==> src/rtl/inst_fetch.sv <==
// inst_fetch -- RV32I instruction-fetch stage.
//
// Holds the PC, issues one word read at a time to instruction memory over a
// req/ack handshake, registers the returned word and presents it with its PC
// to the control unit. When the control unit retires the instruction
// (inst_ready), the next PC is PC+4 or the ALU target, chosen by PCSel.
//
// Ports:
//   clk, rst_n   rising-edge clock, asynchronous active-low reset
//   PCSel        1 = next PC is alu_target, 0 = PC+4 (sampled at retire only)
//   alu_target   branch/jump target from the ALU
//   inst_ready   downstream has executed the presented instruction
//   imem_req     instruction-memory read request
//   imem_addr    word-aligned read address (equal to pc)
//   imem_ack     read data valid this cycle (honoured only while fetching)
//   imem_rdata   read data
//   inst, pc     registered instruction and its address
//   inst_valid   inst/pc are valid
//   misalign     sticky: some redirect target had bits [1:0] != 0
//   retire_cnt   number of retired instructions (wraps)
module inst_fetch #(
    parameter int unsigned           INST_LENGTH = 32,
    parameter int unsigned           ADDR_WIDTH  = 32,
    parameter logic [ADDR_WIDTH-1:0] RESET_PC    = 32'h0000_0000,
    parameter int unsigned           CNT_WIDTH   = 32
) (
    input  logic                   clk,
    input  logic                   rst_n,
    input  logic                   PCSel,
    input  logic [ADDR_WIDTH-1:0]  alu_target,
    input  logic                   inst_ready,
    output logic                   imem_req,
    output logic [ADDR_WIDTH-1:0]  imem_addr,
    input  logic                   imem_ack,
    input  logic [INST_LENGTH-1:0] imem_rdata,
    output logic [INST_LENGTH-1:0] inst,
    output logic [ADDR_WIDTH-1:0]  pc,
    output logic                   inst_valid,
    output logic                   misalign,
    output logic [CNT_WIDTH-1:0]   retire_cnt
);

    localparam logic [1:0] ST_BOOT  = 2'd0;
    localparam logic [1:0] ST_FETCH = 2'd1;
    localparam logic [1:0] ST_EXEC  = 2'd2;

    localparam logic [INST_LENGTH-1:0] NOP_INST = INST_LENGTH'(32'h0000_0013);
    localparam logic [ADDR_WIDTH-1:0]  PC_STEP  = ADDR_WIDTH'(32'd4);
    localparam logic [CNT_WIDTH-1:0]   CNT_ONE  = CNT_WIDTH'(32'd1);

    logic [1:0]             state_r, state_nxt_s;
    logic [ADDR_WIDTH-1:0]  pc_r, pc_nxt_s, next_pc_s;
    logic [INST_LENGTH-1:0] inst_r, inst_nxt_s;
    logic                   inst_valid_r, inst_valid_nxt_s;
    logic                   imem_req_r, imem_req_nxt_s;
    logic                   misalign_r, misalign_nxt_s;
    logic [CNT_WIDTH-1:0]   retire_cnt_r, retire_cnt_nxt_s;
    logic                   target_misaligned_s;

    // Candidate next PC; the low two target bits are dropped to keep fetches word aligned.
    always_comb begin
        target_misaligned_s = (alu_target[1:0] != 2'b00);
        if (PCSel) begin
            next_pc_s = {alu_target[ADDR_WIDTH-1:2], 2'b00};
        end else begin
            next_pc_s = pc_r + PC_STEP;
        end
    end

    // FSM next-state and datapath register updates.
    always_comb begin
        state_nxt_s      = state_r;
        pc_nxt_s         = pc_r;
        inst_nxt_s       = inst_r;
        inst_valid_nxt_s = inst_valid_r;
        imem_req_nxt_s   = imem_req_r;
        misalign_nxt_s   = misalign_r;
        retire_cnt_nxt_s = retire_cnt_r;
        case (state_r)
            ST_BOOT: begin
                // One idle cycle after reset, then start the first fetch.
                state_nxt_s    = ST_FETCH;
                imem_req_nxt_s = 1'b1;
            end
            ST_FETCH: begin
                if (imem_ack) begin
                    inst_nxt_s       = imem_rdata;
                    inst_valid_nxt_s = 1'b1;
                    imem_req_nxt_s   = 1'b0;
                    state_nxt_s      = ST_EXEC;
                end else begin
                    state_nxt_s = ST_FETCH;
                end
            end
            ST_EXEC: begin
                // A stray imem_ack here is deliberately ignored.
                if (inst_ready) begin
                    pc_nxt_s         = next_pc_s;
                    inst_valid_nxt_s = 1'b0;
                    imem_req_nxt_s   = 1'b1;
                    retire_cnt_nxt_s = retire_cnt_r + CNT_ONE;
                    misalign_nxt_s   = misalign_r | (PCSel & target_misaligned_s);
                    state_nxt_s      = ST_FETCH;
                end else begin
                    state_nxt_s = ST_EXEC;
                end
            end
            default: begin
                // Unreachable encoding: drop any presented instruction and reboot.
                state_nxt_s      = ST_BOOT;
                inst_valid_nxt_s = 1'b0;
                imem_req_nxt_s   = 1'b0;
            end
        endcase
    end

    // State and output registers; reset forgets any outstanding response.
    always_ff @(posedge clk or negedge rst_n) begin
        if (!rst_n) begin
            state_r      <= ST_BOOT;
            pc_r         <= RESET_PC;
            inst_r       <= NOP_INST;
            inst_valid_r <= 1'b0;
            imem_req_r   <= 1'b0;
            misalign_r   <= 1'b0;
            retire_cnt_r <= '0;
        end else begin
            state_r      <= state_nxt_s;
            pc_r         <= pc_nxt_s;
            inst_r       <= inst_nxt_s;
            inst_valid_r <= inst_valid_nxt_s;
            imem_req_r   <= imem_req_nxt_s;
            misalign_r   <= misalign_nxt_s;
            retire_cnt_r <= retire_cnt_nxt_s;
        end
    end

    // The read address is the PC register itself, so it cannot move during a fetch.
    assign imem_addr  = pc_r;
    assign pc         = pc_r;
    assign inst       = inst_r;
    assign inst_valid = inst_valid_r;
    assign imem_req   = imem_req_r;
    assign misalign   = misalign_r;
    assign retire_cnt = retire_cnt_r;

endmodule

==> config.mk <==
export PLATFORM = sky130hd
export DESIGN_NAME = inst_fetch
export DESIGN_NICKNAME = d
export VERILOG_FILES = /design/src/rtl/inst_fetch.sv
export SDC_FILE = /design/constraint.sdc
export NUM_CORES = 1
export LEC_CHECK = 0
export ABC_AREA = 1
export CORE_AREA = 2 2 116 118
export DETAILED_ROUTE_END_ITERATION = 6
export DIE_AREA = 0 0 118 120
export GPL_TIMING_DRIVEN = 0
export PLACE_DENSITY_LB_ADDON = 0.05
export SETUP_SLACK_MARGIN = 0.4
export SLEW_MARGIN = 15
export SYNTH_ARGS = -nofsm -noshare
export SYNTH_HDL_FRONTEND = slang
export SYNTH_SLANG_ARGS = --single-unit
==> constraint.sdc <==
create_clock -name clk -period 1.92 [get_ports clk]
set_input_delay 0.288 -clock clk [delete_from_list [all_inputs] [get_ports clk]]
set_output_delay 0.288 -clock clk [all_outputs]
set_load 0.1 [all_outputs]
; After elaboration in Yosys (flattened, before gate mapping)
; Cells that the tools add are included.
[word_totals]
ff_bits = 101
in_bits = 69
output_inout_bits = 131
word_cells = 32
[op_classes]
add_sub_neg = 2
n_eq_ne = 4
muxes = 10
bitwise = 3
reduce_logical = 6
[op_table]
columns = operator, count
row1 = $add A32 B1 Y32 const B, 1
row2 = $add A32 B3 Y32 const B, 1
row3 = $mux W32, 1
row4 = $pmux W1 S3, 2
row5 = $pmux W2 S3, 1
row6 = $reduce_and A2 Y1, 3
row7 = $mux W1, 4
row8 = $mux W2, 2
row9 = $ne A2 B2 Y1 const B, 2
row10 = $reduce_and A3 Y1, 1
row11 = $eq A2 B1 Y1 const B, 1
row12 = $eq A2 B2 Y1 const B, 1
row13 = $logic_not A2 Y1, 1
row14 = $reduce_bool A2 Y1, 1
row15 = $and A1 B1 Y1, 1
row16 = $not A1 Y1, 1
row17 = $or A1 B1 Y1, 1

; Logic depth before layout (Yosys ltp)
; Gate-level depths: netlist of the first run.
[logic_depth]
depth_word = 3
ltp_mapped = 10

; Worst setup path after synthesis of the first run
; No wires, ideal clock.
[synth_path]
kind = reg2reg
from = register pc_r[3], in the netlist imem_addr[3]
to = register pc_r[12], in the netlist imem_addr[12]
t_arrival_ns = 2.160
t_required_ns = 1.798
slack_ns = -0.363
stages_incl_launch_ff = 11
n_path_buf = 0
synth_period_minus_slack_ns = 2.283
cell_sequence = dfrtp_1 > ha_1 > nand2_1 > nor2_2 > nand2_2 > nor2_2 > nand2_1 > nand2_1 > nand3_1 > o21ai_0 > inv_1
[synth_between]
elab_chain_len = 2
[synth_rtl]
columns = element, line
row1 = "start, declared", 52  ; logic [ADDR_WIDTH-1:0] pc_r, pc_nxt_s, next_pc_s;
row2 = "start signal, assigned", 129  ; pc_r <= pc_nxt_s;
row3 = $add A32 B3 Y32, 66  ; next_pc_s = pc_r + PC_STEP;
row4 = $mux W32, 63  ; if (PCSel) begin
; Every way passes these cells.
; A chain may end at the register's enable or synchronous reset.

; Worst setup path in the final report of the first run
[layout_path]
from = register pc_r[3], in the netlist imem_addr[3]
to = output pc[3]
[layout_lines]
columns = element, line
row1 = "end, declared", 37  ; output logic [ADDR_WIDTH-1:0] pc,
; No word-level cell between the ends.

==> results of run 1 <==
## state kept, by name, summed over array words and instances (netlist names)
name and count:
inst 32, retire_cnt 32, imem_addr 30, state_r 2, imem_req 1, inst_valid 1, misalign 1
## kinds of logic (layout without fill, tap and decap cells)
logic type | count (synthesis) | in the layout | synth area share, %
AND/OR/NAND/NOR | 588 | 589 | 40.5
buffers and inverters | 123 | 349 | 10.1
flip-flops | 99 | 99 | 41.8
AO/OA/AOI/OAI | 53 | 53 | 4.87
XOR/XNOR | 15 | 15 | 2.21
adder cells (fa/ha/maj) | 2 | 2 | 0.421
other | 1 | 4 | 0.0632
## cells in the mapped netlist
cell type,instances,area [um^2]
buf_4,34,255
buf_1,2,7.51
nand3b_1,11,82.6
nand3_1,43,215
nor3_4,1,16.3
clkbuf_1,9,33.8
inv_2,3,11.3
nor2_2,4,25.0
xor2_1,9,78.8
clkinv_1,1,3.75
nand4_1,2,12.5
dfstp_2,3,78.8
o22ai_1,2,12.5
o211ai_1,1,7.51
o31ai_1,1,7.51
xnor2_1,6,52.6
a21oi_1,9,45.0
o21a_1,2,15.0
nand3_2,1,10.0
o21ai_1,1,5.00
a31oi_1,1,6.26
o21ai_0,32,160
inv_1,64,240
o21bai_1,4,30.0
conb_1,1,3.75
and2_1,1,6.26
nor3_2,2,20.0
ha_1,2,25.0
buf_2,10,50.1
nor3_1,5,25.0
nor2_4,4,45.0
dfrtp_1,96,2400
nand2_2,2,12.5
nand2_1,379,1420
nand3_4,1,17.5
nor2_1,132,495
## layout make-up
cell class                      instances  area (um^2)
Clock buffer                           11          233
Timing Repair Buffer                  210         1760
Fill cell                            1236         4310
Sequential cell                        99         2670
Buffer                                 55          364
Multi-Input combinational cell        663         3100
Inverter                               68          259
Tap cell                              176          220
Clock inverter                          5         61.3
## worst max-delay path, stage by stage, from the launching register on
cell,delay (ps)
dfrtp_4,510
buf_4,160
buf_4,130
buf_6,170
## stage by stage
step,instance area (um^2),setup TNS (ps)
floorplan,6220,0
global placement,8400,-365470
global route,8670,0
detailed placement,8420,-877
CTS,8350,0
finish,8670,0
## metal layers
layer	GRT usage (%)	up-vias	wire (um)
li1	-	3137	-
met1	34.0	2872	7730
met2	39.3	239	8060
met3	4.85	22	1410
met4	8.43	0	263
met5	0	-	0
## worst max-delay path by stage
| stage | startpoint | endpoint | slack [ps] | depth (start not counted) |
|---|---|---|---|---|
| global placement | rst_n | imem_addr[13]$_DFFE_PN0P_ | -4060 | 1 |
| global route | imem_addr[2]$_DFFE_PN0P_ | imem_addr[26]$_DFFE_PN0P_ | 240 | 10 |
| detailed placement | imem_addr[27]$_DFFE_PN0P_ | pc[27] | -60 | 2 |
| floorplan | imem_addr[3]$_DFFE_PN0P_ | imem_addr[12]$_DFFE_PN0P_ | 250 | 10 |
| CTS | imem_addr[2]$_DFFE_PN0P_ | imem_addr[30]$_DFFE_PN0P_ | 370 | 10 |
| finish | imem_addr[3]$_DFFE_PN0P_ | pc[3] | 310 | 3 |
## timing repair
item,in CTS,in global routing
resized for setup,721,86
hold buffers,1,0
gates cloned,0,1
setup endpoints to repair,156,115
setup buffers,5,8
endpoints found under the hold margin,22,0
pin swaps,7,14
==> summary.md, run 1 <==
| Metric | Value |
|---|---|
| RSZ-0062 raised after global routing | true |
| Clock Skews | 10.7 ps |
| Pre-CTS setup slack | -58.6 ps |
| Htree depth | 3 |
| Reg2reg end | imem_addr[30]$_DFFE_PN0P_ |
| Initial antenna violation count | 0 |
| Core area | 0.0130 mm^2 |
| Register bit total from synthesis | 99 |
| Antenna viol nets, final | 0 |
| Avg Cell Area, Syn | 6.74 um^2 |
| Chip height | 120 um |
| Outcome | finished clean |
| Final Hold Fails | 0 |
| I/O Buffers | 195 |
| CP required | 1630 ps |
| TritonCTS clock tree | yes |
| Fraction of layout cells with a size suffix above 1 | 30.0% |
| Fin crit share | 83.7% |
| Iter 0 DRT Violations | 482 |
| Die area | 0.0142 mm^2 |
| DRC Markers | 0 |
| Total global routing overflow | 0 |
| Slew HR | 66.3% |
| Max-slew violations | 0 |
| CP startpoint kind | flip-flop |
| Initial Util | 45.7% |
| FMAX | 0.623 GHz |
| Reg clk slew, reported paths | 70 ps |
| Row Count | 42 |
| Vias | 6270 |
| Max-Cap Viols | 0 |
| Post-Layout Cell Count | 1287 |
| Final nets | 1177 |
| Worst Reg2Reg Path Length in Cells | 10 |
| Most frequent cells in the layout | 370 x nand2_1, 106 x nor2_1, 91 x buf_4 |
| Placed wire-length estimate | 12900 um |
| Clk sinks | 99 |
| Hold crit path type | in2async |
| First-pass GRT wire length | 28200 um |
| Dpl cells | 1256 |
| Seq/Total Area, Yosys | 41.8% |
| Setup Crit Path Kind | reg2out |
| Number of global-route vias before repair | 5823 |
| Antenna Cells | 0 |
| Synthesized area | 0.00594 mm^2 |
| Cell count after synthesis | 881 |
| Clk root buf | clkbuf_16 |
| WL/cell | 13.6 um |
| Area Overhead vs Synth | 46.0% |
| Min Clock Period, post-route | 1610 ps |
| Router iterations before antenna repair | 7 |
| Vias per cell | 4.87 |
| GPL Wtd Cong | 0.910 |
| Crit path DAT | 1320 ps |
| Crit end category | primary output |
| Synth cell types | 36 |
| Gr usage total | 24.7% |
| Final Util | 66.8% |
| Final Worst Setup Slack | 314 ps |
| Commonest non-fill, non-tap cell in the layout | nand2_1 |
| Hold slack | 355 ps |
| Yosys warnings | 0 |
| CP max FO | 5 |
| Least-Margin Pin Slew | 506 ps |
| Die width | 118 um |
| CTS max path bufs | 2 |
| Clock latency on the worst-skew pair | 350 ps |
| Routed Wire Length | 17500 um |
| Io pins | 200 |
| Reg2reg setup slack | 350 ps |
| Final setup fails | 0 |
| Critical R2R Launch | imem_addr[2]$_DFFE_PN0P_ |
| Maximum number of pins on one net before global-route repair | 78 |
| Total clock buffers created by CTS | 9 |
Power of run 1 is not shown: default switching activity piles up to over one toggle a cycle in this logic, so the estimate is an artifact.
==> run 2, diff against run 1 <==
CORE_AREA = 2 2 122 124   (was 2 2 116 118)
DIE_AREA = 0 0 124 126   (was 0 0 118 120)
clock period = 1.3 ns   (was 1.92 ns; I/O delays follow)
==> run 2 against run 1 <==
The run now ends with hold timing, setup timing left. Critical path type is now reg2reg. Count of clock-buffer cells in the layout fell by 2. Final cell count rose by 13%. Critical path depth rose by 3. Hold slack got worse by 640 ps. First-iteration DRC count rose by 100%.
==> summary.md, run 2 (synthesis gave the netlist of run 1 again) <==
| Metric | Value |
|---|---|
| WL/cell | 22.4 um |
| Dpl cells | 1264 |
| Clock Skews | 10.9 ps |
| Outcome | finished with violations |
| First-pass GRT wire length | 35900 um |
| Gr usage total | 29.4% |
| Commonest non-fill, non-tap cell in the layout | nand2_1 |
| Die width | 124 um |
| Router iterations before antenna repair | 6 |
| Final setup fails | 166 |
| Number of global-route vias before repair | 7055 |
| Worst Path Buf+Inv | 1 |
| Setup Crit Path Kind | reg2reg |
| Min Clock Period, post-route | 1850 ps |
| Antenna viol nets, final | 0 |
| Initial antenna violation count | 2 |
| Peak supply drop | 2.71 mV |
| Final nets | 1330 |
| Io pins | 200 |
| Pleak | 6.17 nW |
| Placed wire-length estimate | 13600 um |
| Vias per cell | 5.76 |
| Max-slew violations | 0 |
| RSZ-0062 raised after global routing | true |
| Crit path DAT | 2050 ps |
| CP startpoint kind | flip-flop |
| Routed Wire Length | 32400 um |
| Power Dens Cells | 2880 mW/mm^2 |
| Fraction of layout cells with a size suffix above 1 | 54.1% |
| Fin crit share | 142% |
| CP cell instances | ha_4 -> inv_4 -> nor3_4 -> nand2_2 -> nor2_2 -> xor2_1 |
| Total clock buffers created by CTS | 9 |
| Hold crit path type | in2async |
| Row Count | 44 |
| Post-Layout Cell Count | 1448 |
| Setup TNS | -25390 ps |
| Clock latency on the worst-skew pair | 380 ps |
| Crit-path slowest cell | dfrtp_4 |
| Htree depth | 3 |
| Final Worst Setup Slack | -546 ps |
| Crit end category | flip-flop |
| Vias | 8342 |
| TritonCTS clock tree | yes |
| Overall Power | 38.0 mW |
| Failing checks | hold timing, setup timing |
| Reg clk slew, reported paths | 80 ps |
| Total global routing overflow | 0 |
| Top delay family on crit path | simple AND/OR/NAND/NOR gates |
| Reg2reg setup slack | -550 ps |
| Antenna Cells | 0 |
| CP max stage delay | 480 ps |
| Clk root buf | clkbuf_16 |
| Area Overhead vs Synth | 122% |
| GPL Wtd Cong | 0.871 |
| CP required | 1510 ps |
| Least-Margin Pin Slew | 504 ps |
| FMAX | 0.542 GHz |
| Die area | 0.0156 mm^2 |
| Hold slack | -286 ps |
| Final Hold Fails | 35 |
| Chip height | 126 um |
| Max-Cap Viols | 0 |
| DRC Markers | 0 |
| Maximum number of pins on one net before global-route repair | 65 |
| Iter 0 DRT Violations | 981 |
| Pre-CTS setup slack | -626 ps |
| Core area | 0.0143 mm^2 |
| Slew HR | 66.3% |
| Number of fill cells in the layout | 483 |
| I/O Buffers | 195 |
| CTS max path bufs | 2 |
| Most frequent cells in the layout | 281 x nand2_1, 154 x buf_12, 96 x buf_4 |
| Clk sinks | 99 |
| Initial Util | 41.5% |
| CP max FO | 4 |
## run 2: path summary, 6_finish.rpt
path	from	endpoint	cells past startpoint
setup / recovery	retire_cnt[1]$_DFFE_PN0P_	retire_cnt[10]$_DFFE_PN0P_	6
hold / removal	rst_n	retire_cnt[16]$_DFFE_PN0P_	1
setup reg to reg	retire_cnt[1]$_DFFE_PN0P_	retire_cnt[10]$_DFFE_PN0P_	6
hold reg to reg	inst[19]$_DFFE_PN0P_	inst[19]$_DFFE_PN0P_	2
max in group asynchronous	rst_n	imem_req$_DFFE_PN0P_	2
min in group clk	imem_rdata[21]	inst[21]$_DFFE_PN0P_	3
## run 2: power breakdown
part | switching (mW) | leakage (nW) | internal (mW) | total [mW]
logic | 17.0 | 4.92 | 11.3 | 28.3
registers | 2.23 | 1.12 | 4.77 | 7.00
clock network | 1.42 | 0.128 | 1.31 | 2.73
total | 20.6 | 6.17 | 17.3 | 38.0
## run 2: routing by layer
layer  vias to the layer above  wire length [um]  global-route usage, %
li1                       3446                 -                      -
met1                      3920             10900                   37.0
met2                       713             15500                   48.6
met3                       261              3670                   7.65
met4                         2              2360                   10.8
met5                         -                13                      0
## run 2: cell type report
cell class / count / area [um^2] / share of cell area, %
plain buffers: 55 / 811 / 6.14
clock buffers: 9 / 225 / 1.71
clock inverters: 7 / 50.0 / 0.379
inverters: 68 / 285 / 2.16
multi-input cells: 662 / 3940 / 29.8
flip-flops and latches: 99 / 2770 / 21.0
well taps: 184 / 230 / 1.74
repair buffers: 364 / 4890 / 37.1
## run 2: metrics by stage
step	utilization, %	cell area (um^2)
2_1_floorplan	-	6970
3_3_place_gp	64.0	9150
3_5_place_dp	64.2	9180
4_1_cts	82.2	11800
5_1_grt	92.2	13200
6_report	92.2	13200
## run 2: what timing repair did
action / CTS / global route
setup endpoints to repair: 226 / 226
cloned: 7 / 2
endpoints found under the hold margin: 35 / 35
pin swaps: 71 / 63
resized for setup: 1254 / 210
buffers inserted: 85 / 74
(Power assumes the default switching activity.)
